==> src/rtl/spi_cmd_scheduler.sv <==
// Command FIFO and transfer sequencer feeding Spi_Protocol; returns the captured byte per command.
// Optional: define SPI_SCHED_ERR_EN to drop cs==2'b11 commands and raise a sticky err flag.
module spi_cmd_scheduler #(
  parameter int         DEPTH       = 4,
  parameter int         XFER_CYCLES = 18,
  parameter logic [1:0] IDLE_CS     = 2'b00
) (
  input  logic                     clk,
  input  logic                     reset,
  input  logic                     cmd_valid,
  output logic                     cmd_ready,
  input  logic [1:0]               cmd_cs,
  input  logic [1:0]               cmd_rw,
  input  logic [1:0]               cmd_mode,
  input  logic [7:0]               cmd_data,
  output logic [1:0]               spi_cs,
  output logic [1:0]               spi_rw,
  output logic [1:0]               spi_mode,
  output logic [7:0]               spi_data,
  input  logic [7:0]               spi_rdata,
  output logic                     rsp_valid,
  input  logic                     rsp_ready,
  output logic [7:0]               rsp_data,
  output logic [1:0]               rsp_cs,
  output logic [$clog2(DEPTH):0]   fifo_count,
  output logic                     busy,
  output logic                     err
);
  localparam int AW  = $clog2(DEPTH);
  localparam int CNW = (XFER_CYCLES > 1) ? $clog2(XFER_CYCLES) : 1;
  localparam logic [AW:0]  FULL     = (AW+1)'(DEPTH);
  localparam logic [CNW-1:0] CNT_LD = CNW'(XFER_CYCLES - 1);

  typedef struct packed {
    logic [1:0] cs;
    logic [1:0] rw;
    logic [1:0] mode;
    logic [7:0] data;
  } cmd_t;

  typedef enum logic [1:0] {IDLE, LOAD, XFER, RESP} state_t;

  state_t         state_q, state_d;
  cmd_t           mem_q [DEPTH];
  cmd_t           mem_d [DEPTH];
  logic [AW-1:0]  wptr_q, wptr_d, rptr_q, rptr_d;
  logic [AW:0]    count_q, count_d;
  logic [CNW-1:0] cnt_q, cnt_d;
  logic [1:0]     spi_cs_q, spi_cs_d, spi_rw_q, spi_rw_d, spi_mode_q, spi_mode_d;
  logic [7:0]     spi_data_q, spi_data_d;
  logic           rsp_valid_q, rsp_valid_d;
  logic [7:0]     rsp_data_q, rsp_data_d;
  logic [1:0]     rsp_cs_q, rsp_cs_d;
  logic           drop, push, pop;
  cmd_t           head;

`ifdef SPI_SCHED_ERR_EN
  logic err_q, err_d;
  assign drop = (cmd_cs == 2'b11);
  always_comb err_d = err_q | (cmd_valid & cmd_ready & drop);
  always_ff @(posedge clk or negedge reset) begin
    if (!reset) err_q <= 1'b0;
    else        err_q <= err_d;
  end
  assign err = err_q;
`else
  assign drop = 1'b0;
  assign err  = 1'b0;
`endif

  // Readiness depends on count only, so a same-cycle pop never frees a slot early.
  assign cmd_ready = (count_q != FULL);
  assign push      = cmd_valid & cmd_ready & ~drop;
  assign head      = mem_q[rptr_q];

  always_comb begin
    state_d     = state_q;
    cnt_d       = cnt_q;
    spi_cs_d    = spi_cs_q;
    spi_rw_d    = spi_rw_q;
    spi_mode_d  = spi_mode_q;
    spi_data_d  = spi_data_q;
    rsp_valid_d = rsp_valid_q;
    rsp_data_d  = rsp_data_q;
    rsp_cs_d    = rsp_cs_q;
    pop         = 1'b0;
    case (state_q)
      IDLE: if (count_q != '0) begin
        pop        = 1'b1;
        spi_cs_d   = head.cs;
        spi_rw_d   = head.rw;
        spi_mode_d = head.mode;
        spi_data_d = head.data;
        state_d    = LOAD;
      end
      LOAD: begin
        cnt_d   = CNT_LD;
        state_d = XFER;
      end
      XFER: if (cnt_q == '0) begin
        rsp_data_d  = spi_rdata;
        rsp_cs_d    = spi_cs_q;
        rsp_valid_d = 1'b1;
        spi_cs_d    = IDLE_CS;
        spi_rw_d    = 2'b00;
        spi_data_d  = 8'h00;
        state_d     = RESP;
      end else begin
        cnt_d = cnt_q - CNW'(1);
      end
      RESP: if (rsp_ready) begin
        rsp_valid_d = 1'b0;
        state_d     = IDLE;
      end
      default: state_d = IDLE;
    endcase
  end

  always_comb begin
    mem_d   = mem_q;
    wptr_d  = wptr_q;
    rptr_d  = rptr_q;
    count_d = count_q + (AW+1)'(push) - (AW+1)'(pop);
    if (push) begin
      mem_d[wptr_q] = '{cs: cmd_cs, rw: cmd_rw, mode: cmd_mode, data: cmd_data};
      wptr_d        = wptr_q + AW'(1);
    end
    if (pop) rptr_d = rptr_q + AW'(1);
  end

  always_ff @(posedge clk or negedge reset) begin
    if (!reset) begin
      state_q     <= IDLE;
      for (int i = 0; i < DEPTH; i++) mem_q[i] <= '0;
      wptr_q      <= '0;
      rptr_q      <= '0;
      count_q     <= '0;
      cnt_q       <= '0;
      spi_cs_q    <= IDLE_CS;
      spi_rw_q    <= 2'b00;
      spi_mode_q  <= 2'b00;
      spi_data_q  <= 8'h00;
      rsp_valid_q <= 1'b0;
      rsp_data_q  <= 8'h00;
      rsp_cs_q    <= 2'b00;
    end else begin
      state_q     <= state_d;
      mem_q       <= mem_d;
      wptr_q      <= wptr_d;
      rptr_q      <= rptr_d;
      count_q     <= count_d;
      cnt_q       <= cnt_d;
      spi_cs_q    <= spi_cs_d;
      spi_rw_q    <= spi_rw_d;
      spi_mode_q  <= spi_mode_d;
      spi_data_q  <= spi_data_d;
      rsp_valid_q <= rsp_valid_d;
      rsp_data_q  <= rsp_data_d;
      rsp_cs_q    <= rsp_cs_d;
    end
  end

  assign spi_cs     = spi_cs_q;
  assign spi_rw     = spi_rw_q;
  assign spi_mode   = spi_mode_q;
  assign spi_data   = spi_data_q;
  assign rsp_valid  = rsp_valid_q;
  assign rsp_data   = rsp_data_q;
  assign rsp_cs     = rsp_cs_q;
  assign fifo_count = count_q;
  assign busy       = (state_q != IDLE) || (count_q != '0);
endmodule

==> config.mk <==
export PLATFORM = sky130hd
export DESIGN_NAME = spi_cmd_scheduler
export DESIGN_NICKNAME = d
export VERILOG_FILES = /design/src/rtl/spi_cmd_scheduler.sv
export SDC_FILE = /design/constraint.sdc
export NUM_CORES = 1
export LEC_CHECK = 0
export CORE_MARGIN = 2
export CORE_UTILIZATION = 40
export DETAILED_ROUTE_END_ITERATION = 10
export DONT_BUFFER_PORTS = 1
export SLEW_MARGIN = 20
export SYNTH_ARGS = -nofsm -noshare
export SYNTH_HDL_FRONTEND = slang
export SYNTH_SLANG_ARGS = --single-unit
==> constraint.sdc <==
create_clock -name clk -period 2.1 [get_ports clk]
set_clock_uncertainty 0.05 [all_clocks]
set_input_delay 0.21 -clock clk [delete_from_list [all_inputs] [get_ports clk]]
set_output_delay 0.21 -clock clk [all_outputs]
set_load 0.005 [all_outputs]
==> flow_summary_export.csv, run 1 <==
group,metric,value,unit
outcome,status,"finished, violations left",
outcome,violations,"negative hold slack",
logic_synthesis,synthMuxAreaShare,0.285,
worst_hold_path,hp-class,"primary input to asynchronous set/reset pin",
logic_synthesis,synth_compound_area_frac,0.0342,
clock_network,htreeDepth,3,
logic_synthesis,synth-simple-area-share,0.0400,
logic_synthesis,synthMostInstantiatedCell,"dfrtp_1",
layout,diodes,0,
flow_run,cap_violations,0,
logic_synthesis,yosysTopAreaCell,"dfrtp_1",
placed_design,dp_slack,-0.0547,ns
sta,period_share,0.994,
logic_synthesis,synth_area_leaders,"dfrtp_1 (55%), mux2_2 (20%), mux2i_1 (6.0%)",
logic_synthesis,synth_xor_area_frac,0.0101,
sta,hold_violations,95,
clock_network,cts_buffer_depth,2,
logic_synthesis,synth_common_cells,"dfrtp_1 (95), mux2_2 (77), mux2i_1 (26)",
sta,finalSetupViolCount,0,
layout,nFillCells,927,
logic_synthesis,synth_nets,343,
logic_synthesis,synthDistinctLibCells,35,
clock_network,cts_root_buffer,"clkbuf_8",
setup_path,crit_arrival,2.30,ns
die,die_area,11600,µm²
logic_synthesis,synth_top_area_frac,0.551,
grt,antenna_found_initial,0,
die,row_count,37,
logic_synthesis,syn-instance-count,304,
die,die_x,108,µm
power_and_ir_drop,power.share.switching,0.327,
detailed_routing,drtIter0Drc,78,
logic_synthesis,syn_area,4320,µm²
power_and_ir_drop,pwr-share-seq,0.377,
clock_network,holdBufCountCts,23,
setup_path,worstPathRequired,2.32,ns
power_and_ir_drop,combPwrFrac,0.470,
clock_network,clkTransAtPathRegs,0.10,ns
clock_network,cts_tree,"done",
logic_synthesis,synth-edff-count,0,
placed_design,portBuffers,0,
sta,rsz0062_at_grt,"true",
logic_synthesis,ys.flop_type,"dfrtp_1",
power_and_ir_drop,power.density,1680,nW/µm²
setup_path,critical_path_class,"flop to flop",
grt,overflow,0,
layout,area.growth.synth_to_final,22.4,%
power_and_ir_drop,power.internal,5.96,mW
sta,fin_crit,2.09,ns
detailed_routing,postRouteAntennaNets,0,
sta,hold_slack,-0.526,ns
layout,nNetsFinal,397,
power_and_ir_drop,p_leak,2.39,nW
clock_network,clock_latency,0.37,ns
setup_path,crit_fanout,3,
logic_synthesis,synth_warnings,0,
logic_synthesis,avgSynthCellArea,14.2,µm²
detailed_routing,via_per_inst,5.08,
die,ios,57,
logic_synthesis,synthArstFlopShare,1.00,
clock_network,cts_buffers,9,
setup_path,critical_path.endpoint_type,"flop",
setup_path,reg2reg_slack,0.01,ns
layout,fin_util,0.507,
setup_path,timing.rr.start,"fifo_count[0]",
power_and_ir_drop,switchingPower,2.90,mW
logic_synthesis,synth_top_family_by_area,"multiplexers",
placed_design,dp_cells,452,
layout,drive_gt1_frac,0.435,
logic_synthesis,yosys.area_share.adder,0.0394,
die,core-area,10400,µm²
power_and_ir_drop,ir_worst_vdd,825,µV
sta,slew_violations,0,
detailed_routing,vias,2534,
grt,globalRouteTotalUtil,0.156,
die,die-height,108,µm
logic_synthesis,ys_ff_latch,95,
die,start_util,0.415,
clock_network,clock-sinks,95,
grt,grt_pass1_wl,13800,µm
power_and_ir_drop,clkPwrFrac,0.153,
logic_synthesis,seq_area_frac_synth,0.551,
layout,instances_no_fill,499,
detailed_routing,drt_wl_total,8510,µm
detailed_routing,drc,0,
sta,fin_ws,0.0132,ns
detailed_routing,wl_per_cell,17.0,µm
detailed_routing,dr.pass1.iters,4,
sta,fmax,479,MHz
placed_design,gp_congestion,0.766,
placed_design,dp_hpwl,5390,µm
grt,grt_pass1_vias,2717,
setup_path,startpoint,"fifo_count[0]",
setup_path,cp-start-kind,"flop",
grt,grt_max_degree,96,
final cells by class:
class,instances,area [µm²],share of cell area
clock inverter,7,103,0.0194
tap,136,170,0.0322
timing repair buffer,58,554,0.105
inverter,15,56.3,0.0107
multi-input combinational,179,1900,0.359
sequential,95,2380,0.450
clock buffer,9,124,0.0234
flip-flops by register name (all words and copies together), names as in the netlist:
register,count
mem_q,56
rsp_data,8
spi_data,8
cnt_q,5
fifo_count,3
rptr_q,2
rsp_cs,2
spi_cs,2
spi_mode,2
spi_rw,2
state_q,2
wptr_q,2
rsp_valid,1
layer usage:
metal  GRT usage  up-vias  part of all wire  routed length [µm]
met5           0        -                 0                   0
met4      0.0549        0             0.014                 121
met3      0.0436       11             0.046                 393
met2       0.254       56              0.49                4130
met1       0.198     1291              0.45                3860
li1            -     1176                 -                   -
metrics by stage:
stage | total power, mW | TNS [ns] | cell area [µm²]
after global placement | 6.86 | -0.00592 | 4660
after CTS | 8.71 | 0 | 5200
final | 8.85 | 0 | 5280
after global routing | 9.50 | -0.560 | 5280
after detailed placement | 7.00 | -0.289 | 4660
after floorplan | 5.95 | -0.127 | 4370
cell families (layout without fill, tap and decap cells):
kind of cell	Yosys count	in the layout
other cells	1	1
simple gates	30	30
buf+inv	30	89
mux	109	109
compound gates	21	21
flops	95	95
xor+xnor	5	5
fa+ha+maj	13	13
worst paths after layout:
kind / to / depth (start not counted)
setup / recovery: fifo_count[2] / 9
hold / removal: cnt_q[4] / 0
setup reg to reg: fifo_count[2] / 9
hold reg to reg: mem_q[30] / 1
max in group asynchronous: mem_q[2] / 0
min in group clk: wptr_q[0] / 3
critical path, stage by stage, from the launching register on:
cell and delay (ns):
dfrtp_2 0.43, or3b_4 0.42, nand2_4 0.08, ha_4 0.19, inv_2 0.06, ha_4 0.11
inv_2 0.03, fa_2 0.34, xnor2_2 0.14, xnor2_1 0.13
cell usage in the layout, fill, tap and decap left out, types with 3 or more instances in the layout:
cell / count
inv_1: 11
ha_1: 7
dlygate4sd3_1: 23
nand3_1: 3
mux2_4: 16
dfrtp_1: 93
mux2_2: 65
xnor2_1: 4
nor2_1: 4
clkbuf_8: 9
buf_4: 30
nand2_1: 10
buf_12: 3
mux2i_1: 26
ha_4: 3
o22ai_1: 12
inv_2: 4
power by group through the flow:
stage	combinational, mW	clock (mW)	sequential [mW]
after floorplan	2.72	0	3.23
after global placement	3.53	0	3.33
after detailed placement	3.63	0	3.37
after CTS	3.96	1.41	3.34
after global routing	4.56	1.48	3.46
final	4.17	1.35	3.33
timing repair:
item | in CTS | in global routing
resized for setup | 8 | 15
endpoints found under the setup margin | 13 | 24
hold endpoints to repair | 160 | 95
setup buffers | 4 | 3
pin swaps | 5 | 0
gates cloned | 1 | 0
No activity file was read; power rests on OpenSTA's default activity.
==> run 2, diff against run 1 <==
--- a/config.mk
+++ b/config.mk
@@ -9,6 +9,7 @@
 export CORE_UTILIZATION = 40
 export DETAILED_ROUTE_END_ITERATION = 10
 export DONT_BUFFER_PORTS = 1
+export SETUP_SLACK_MARGIN = 0.1
 export SLEW_MARGIN = 20
 export SYNTH_ARGS = -nofsm -noshare
 export SYNTH_HDL_FRONTEND = slang
==> run 2 against run 1 <==
Compared with the run above: the run still ends with negative hold slack left; maximum frequency shrank 0.55%; total power shrank 1.6%; final cell count shrank 0.20%; combinational power is essentially flat; via count grew 0.39%; sequential power is essentially flat; first-iteration DRC count grew 2.6%; die area is the same; clock-buffer cell count is the same; critical path type unchanged; critical endpoint is now spi_data[5]; largest cell class unchanged; largest power group unchanged.
==> flow_summary_export.csv, run 2 (synthesized netlist as in run 1, its figures left out) <==
group,metric,value,unit
detailed_routing,drtIter0Drc,80,
setup_path,crit_path_max_incr_delay,0.50,ns
detailed_routing,drc,0,
placed_design,portBuffers,0,
setup_path,crit_fanout,6,
grt,overflow,0,
grt,grt_max_degree,96,
detailed_routing,dr.pass1.iters,4,
setup_path,crit_arrival,2.29,ns
clock_network,cts_buffer_depth,2,
grt,globalRouteTotalUtil,0.162,
layout,fin_area,5280,µm²
clock_network,holdBufCountCts,23,
power_and_ir_drop,total_power,8.71,mW
worst_hold_path,hp-class,"primary input to asynchronous set/reset pin",
placed_design,dp_cells,450,
sta,slew_violations,0,
placed_design,place_area,4680,µm²
sta,fmax,477,MHz
setup_path,critPathSlowestCell,"or4b_4",
layout,diodes,0,
die,die-height,108,µm
layout,drive_gt1_frac,0.439,
outcome,violations,"negative hold slack",
layout,instances_no_fill,498,
power_and_ir_drop,ir_worst_vdd,689,µV
grt,grt_pass1_wl,14200,µm
power_and_ir_drop,combPwrFrac,0.475,
grt,grt_pass1_vias,2741,
grt,antenna_found_initial,0,
die,row_count,37,
setup_path,critical_path_class,"flop to flop",
sta,finalSetupViolCount,0,
clock_network,cts_root_buffer,"clkbuf_8",
setup_path,crit_chain,"inv_2 -> ha_4 -> or4b_4 -> a211oi_4 -> buf_6 -> buf_12 -> mux2_2",
die,die_area,11600,µm²
clock_network,clock-sinks,95,
placed_design,dp_hpwl,5180,µm
setup_path,cp-start-kind,"flop",
power_and_ir_drop,p_leak,2.38,nW
detailed_routing,vias,2544,
clock_network,htreeDepth,3,
setup_path,critical_path.endpoint_type,"flop",
layout,nNetsFinal,396,
power_and_ir_drop,pwr-share-seq,0.383,
sta,hold_violations,95,
clock_network,cts_buffers,9,
outcome,status,"finished, violations left",
layout,area.growth.synth_to_final,22.4,%
setup_path,worstPathRequired,2.29,ns
power_and_ir_drop,switchingPower,2.90,mW
sta,period_share,0.999,
layout,largest-register,"mem_q",
clock_network,clkTransAtPathRegs,0.09,ns
flow_run,cap_violations,0,
detailed_routing,postRouteAntennaNets,0,
sta,fin_crit,2.10,ns
detailed_routing,drt_wl_total,8570,µm
layout,largest_register_ff_count,56,
power_and_ir_drop,power.density,1650,nW/µm²
sta,hold_slack,-0.507,ns
detailed_routing,via_per_inst,5.11,
placed_design,gp_congestion,0.745,
setup_path,reg2reg_depth,7,
die,ios,57,
die,die_x,108,µm
sta,fin_tns_setup,0,ns
sta,rsz0062_at_grt,"true",
die,core-area,10400,µm²
die,start_util,0.415,
layout,final_common_cell,"dfrtp_1",
power_and_ir_drop,power.internal,5.82,mW
power_and_ir_drop,power.share.switching,0.332,
layout,layout_common_cells,"dfrtp_1 (93), mux2_2 (69), mux2i_1 (26), buf_4 (26), dlygate4sd3_1 (23)",
detailed_routing,wl_per_cell,17.2,µm
power_and_ir_drop,clkPwrFrac,0.142,
clock_network,cts_tree,"done",
clock_network,clock_latency,0.35,ns
==> run 2: cell count changes in the layout (fill, tap and decap cells not counted), sizes merged <==
cell,delta
buf,-2
or3,+1
bufinv,-1
inv,+1
==> run 2: area by class of cell <==
cell class / instances / area [µm²]
clock inverter: 7 / 77.6
tap: 136 / 170
sequential: 95 / 2380
multi-input combinational: 180 / 1910
inverter: 15 / 56.3
clock buffer: 9 / 124
fill: 893 / 5130
timing repair buffer: 56 / 564
==> run 2: final timing paths <==
check | to | slack [ns] | startpoint
max in group asynchronous | fifo_count[1] | 2.34 | reset
min in group clk | wptr_q[0] | 0.15 | cmd_valid
worst max register to register | spi_data[5] | 0.002 | cnt_q[1]
worst min-delay path | cnt_q[1] | -0.51 | reset
worst min register to register | mem_q[43] | 0.46 | mem_q[43]
worst max-delay path | spi_data[5] | 0.002 | cnt_q[1]
==> run 2: what timing repair did <==
item	in CTS	in global routing
setup buffers	4	3
gates resized for setup	15	6
setup endpoints to repair	26	18
hold endpoints to repair	160	95
gates cloned	2	0
pin swaps	2	2
==> run 2: metrics by stage <==
step,util,hold slack (ns),worst slack [ns]
floorplan,-,-0.136,-0.106
global placement,0.450,-0.132,-0.00768
detailed placement,0.450,-0.132,-0.0477
CTS,0.503,-0.531,0.00884
global route,0.507,-0.536,-0.0474
finish,0.507,-0.507,0.00172
==> run 2: worst max-delay path: cells and delay by family (launching register included) <==
kind	cells	cell delay (ns)
and+or+nand+nor	1	0.50
DFF	1	0.41
buffers and inverters	3	0.37
muxes	1	0.33
AOI/OAI and AO/OA	1	0.22
adders and majority gates	1	0.12
==> run 2: power by group through the flow <==
stage / registers, mW / logic (mW) / clock network (mW)
global route: 3.47 / 4.55 / 1.36
floorplan: 3.24 / 2.75 / 0
detailed placement: 3.37 / 3.68 / 0
finish: 3.34 / 4.14 / 1.24
CTS: 3.34 / 4.12 / 1.28
global placement: 3.32 / 3.57 / 0
==> run 2: metal layers <==
metal | vias to the layer above | GRT usage | wire [µm]
li1 | 1185 | - | -
met1 | 1301 | 0.198 | 3800
met2 | 54 | 0.283 | 4340
met3 | 4 | 0.0442 | 381
met4 | 0 | 0.0412 | 59
met5 | - | 0 | 0
==> run 3, diff against run 2 <==
--- a/config.mk
+++ b/config.mk
@@ -6,9 +6,10 @@
 export NUM_CORES = 1
 export LEC_CHECK = 0
 export CORE_MARGIN = 2
-export CORE_UTILIZATION = 40
+export CORE_UTILIZATION = 57
 export DETAILED_ROUTE_END_ITERATION = 10
 export DONT_BUFFER_PORTS = 1
+export PLACE_DENSITY = 0.75
 export SETUP_SLACK_MARGIN = 0.1
 export SLEW_MARGIN = 20
 export SYNTH_ARGS = -nofsm -noshare
==> run 3 against run 2 <==
Compared with the run above: the flow finishes with violations (negative hold slack, negative setup slack); non-clock buffer count decreased by 4; worst hold slack improved by 0.0016 ns; critical path depth rose by 2; sequential power barely moved; setup slack lost 0.041 ns; first-iteration DRC count rose by 24%; sequential share of layout area grew 1.1 points; sequential cell count is the same; die area fell by 29%; core utilization is 20 points higher.
==> flow_summary_export.csv, run 3 (synthesized netlist as in run 1, its figures left out) <==
group,metric,value,unit
outcome,status,"finished, violations left",
outcome,violations,"negative hold slack, negative setup slack",
sta,fin_crit,2.14,ns
sta,rsz0062_at_grt,"true",
sta,hold_violations,95,
grt,use_met1,0.277,
layout,diodes,0,
setup_path,crit_path_max_incr_delay,0.43,ns
sta,slew_violations,0,
die,die-height,91.0,µm
detailed_routing,drc,0,
layout,layout_common_cells,"dfrtp_1 (93), mux2_2 (68), mux2i_1 (26)",
detailed_routing,postRouteAntennaNets,0,
setup_path,critPathSlowestCell,"dfrtp_2",
grt,globalRoute.busiestLayer,"met2",
layout,drive_gt1_frac,0.427,
sta,hold_slack,-0.505,ns
layout,nNetsFinal,392,
flow_run,cap_violations,0,
die,die_area,8290,µm²
layout,nFillCells,516,
setup_path,reg2reg_depth,9,
grt,grt_pass1_vias,2674,
die,row_count,31,
layout,area.growth.synth_to_final,19.4,%
grt,grt_max_degree,96,
worst_hold_path,hp-class,"primary input to asynchronous set/reset pin",
detailed_routing,drt_wl_total,8430,µm
clock_network,cts_tree,"done",
sta,fmax,467,MHz
power_and_ir_drop,power.density,1640,nW/µm²
power_and_ir_drop,ir_worst_vdd,818,µV
die,core-area,7290,µm²
setup_path,critical_path.endpoint_type,"flop",
die,start_util,0.592,
grt,overflow,0,
placed_design,dp_slack,-0.0536,ns
clock_network,cts_buffer_depth,2,
sta,fin_ws,-0.0395,ns
clock_network,cts_root_buffer,"clkbuf_8",
sta,period_share,1.02,
clock_network,holdBufCountCts,23,
setup_path,crit_arrival,2.35,ns
clock_network,clock_latency,0.35,ns
clock_network,cts_buffers,9,
grt,antenna_found_initial,0,
grt,globalRouteMet2Util,0.333,
setup_path,worstPathRequired,2.32,ns
power_and_ir_drop,p_leak,2.33,nW
sta,finalSetupViolCount,5,
grt,grt_pass1_wl,13400,µm
setup_path,crit_fanout,3,
detailed_routing,vias,2577,
power_and_ir_drop,total_power,8.45,mW
die,ios,57,
clock_network,clock-sinks,95,
detailed_routing,wl_per_cell,18.5,µm
layout,instances_no_fill,457,
detailed_routing,dr.pass1.iters,4,
clock_network,clkTransAtPathRegs,0.10,ns
placed_design,dp_cells,415,
clock_network,htreeDepth,3,
grt,grt_use_met3,0.0365,
detailed_routing,via_per_inst,5.64,
placed_design,dp_hpwl,5080,µm
layout,largest_register_ff_count,56,
die,die_x,91.0,µm
placed_design,gp_congestion,0.783,
setup_path,crit_chain,"or3b_4 -> nand2_4 -> ha_4 -> inv_2 -> ha_4 -> inv_2 -> fa_2 -> xnor2_2 -> xnor2_1",
setup_path,cp-start-kind,"flop",
placed_design,portBuffers,0,
setup_path,critical_path_class,"flop to flop",
grt,globalRouteTotalUtil,0.205,
layout,largest-register,"mem_q",
detailed_routing,drtIter0Drc,99,
layout,final_common_cell,"dfrtp_1",
==> run 3: final cells by class <==
class	count	area (µm²)	share of cell area
clock buffers	9	124	0.0240
repair buffers	52	498	0.0966
well taps	99	124	0.0240
clock inverters	7	57.6	0.0112
multi-input cells	180	1920	0.372
inverters	15	56.3	0.0109
flip-flops and latches	95	2380	0.462
==> run 3: per-layer routing <==
layer,wire [µm],vias up
met5,0,-
met4,119,0
li1,-,1188
met3,281,10
met1,3720,1323
met2,4310,56
==> run 3: repair_timing <==
item	4_1_cts	5_1_grt
hold endpoints to repair	160	95
gates cloned	0	1
setup endpoints to repair	16	27
resized for setup	1	17
pin swaps	4	3
setup buffers	2	0
==> run 3: stage by stage <==
step | utilization | setup TNS (ns) | area [µm²]
finish | 0.707 | -0.120 | 5160
global placement | 0.636 | -0.00537 | 4640
floorplan | - | -0.127 | 4380
global route | 0.707 | -0.671 | 5160
CTS | 0.695 | 0 | 5070
detailed placement | 0.636 | -0.0536 | 4640
==> run 3: critical path, delay by kind of cell, from the launching register on <==
family | cells | cell delay [ns]
buf+inv | 2 | 0.09
flops | 1 | 0.43
xor+xnor | 2 | 0.34
simple gates | 2 | 0.50
fa+ha+maj | 3 | 0.65
==> run 3: report_power, final <==
part | internal [mW] | total (mW) | switching, mW | leakage [nW]
sequential | 2.77 | 3.35 | 0.586 | 1.14
clock | 0.447 | 1.12 | 0.675 | 0.0930
combinational | 2.34 | 3.98 | 1.64 | 1.10
total | 5.55 | 8.45 | 2.90 | 2.33
==> run 3: path summary, 6_finish.rpt <==
check	slack [ns]	start	endpoint
worst min-delay path	-0.50	reset	cnt_q[3]
max in group asynchronous	2.32	reset	fifo_count[0]
min in group clk	0.16	cmd_valid	wptr_q[0]
worst max register to register	-0.04	fifo_count[1]	fifo_count[2]
worst max-delay path	-0.04	fifo_count[1]	fifo_count[2]
worst min register to register	0.46	mem_q[7]	mem_q[7]
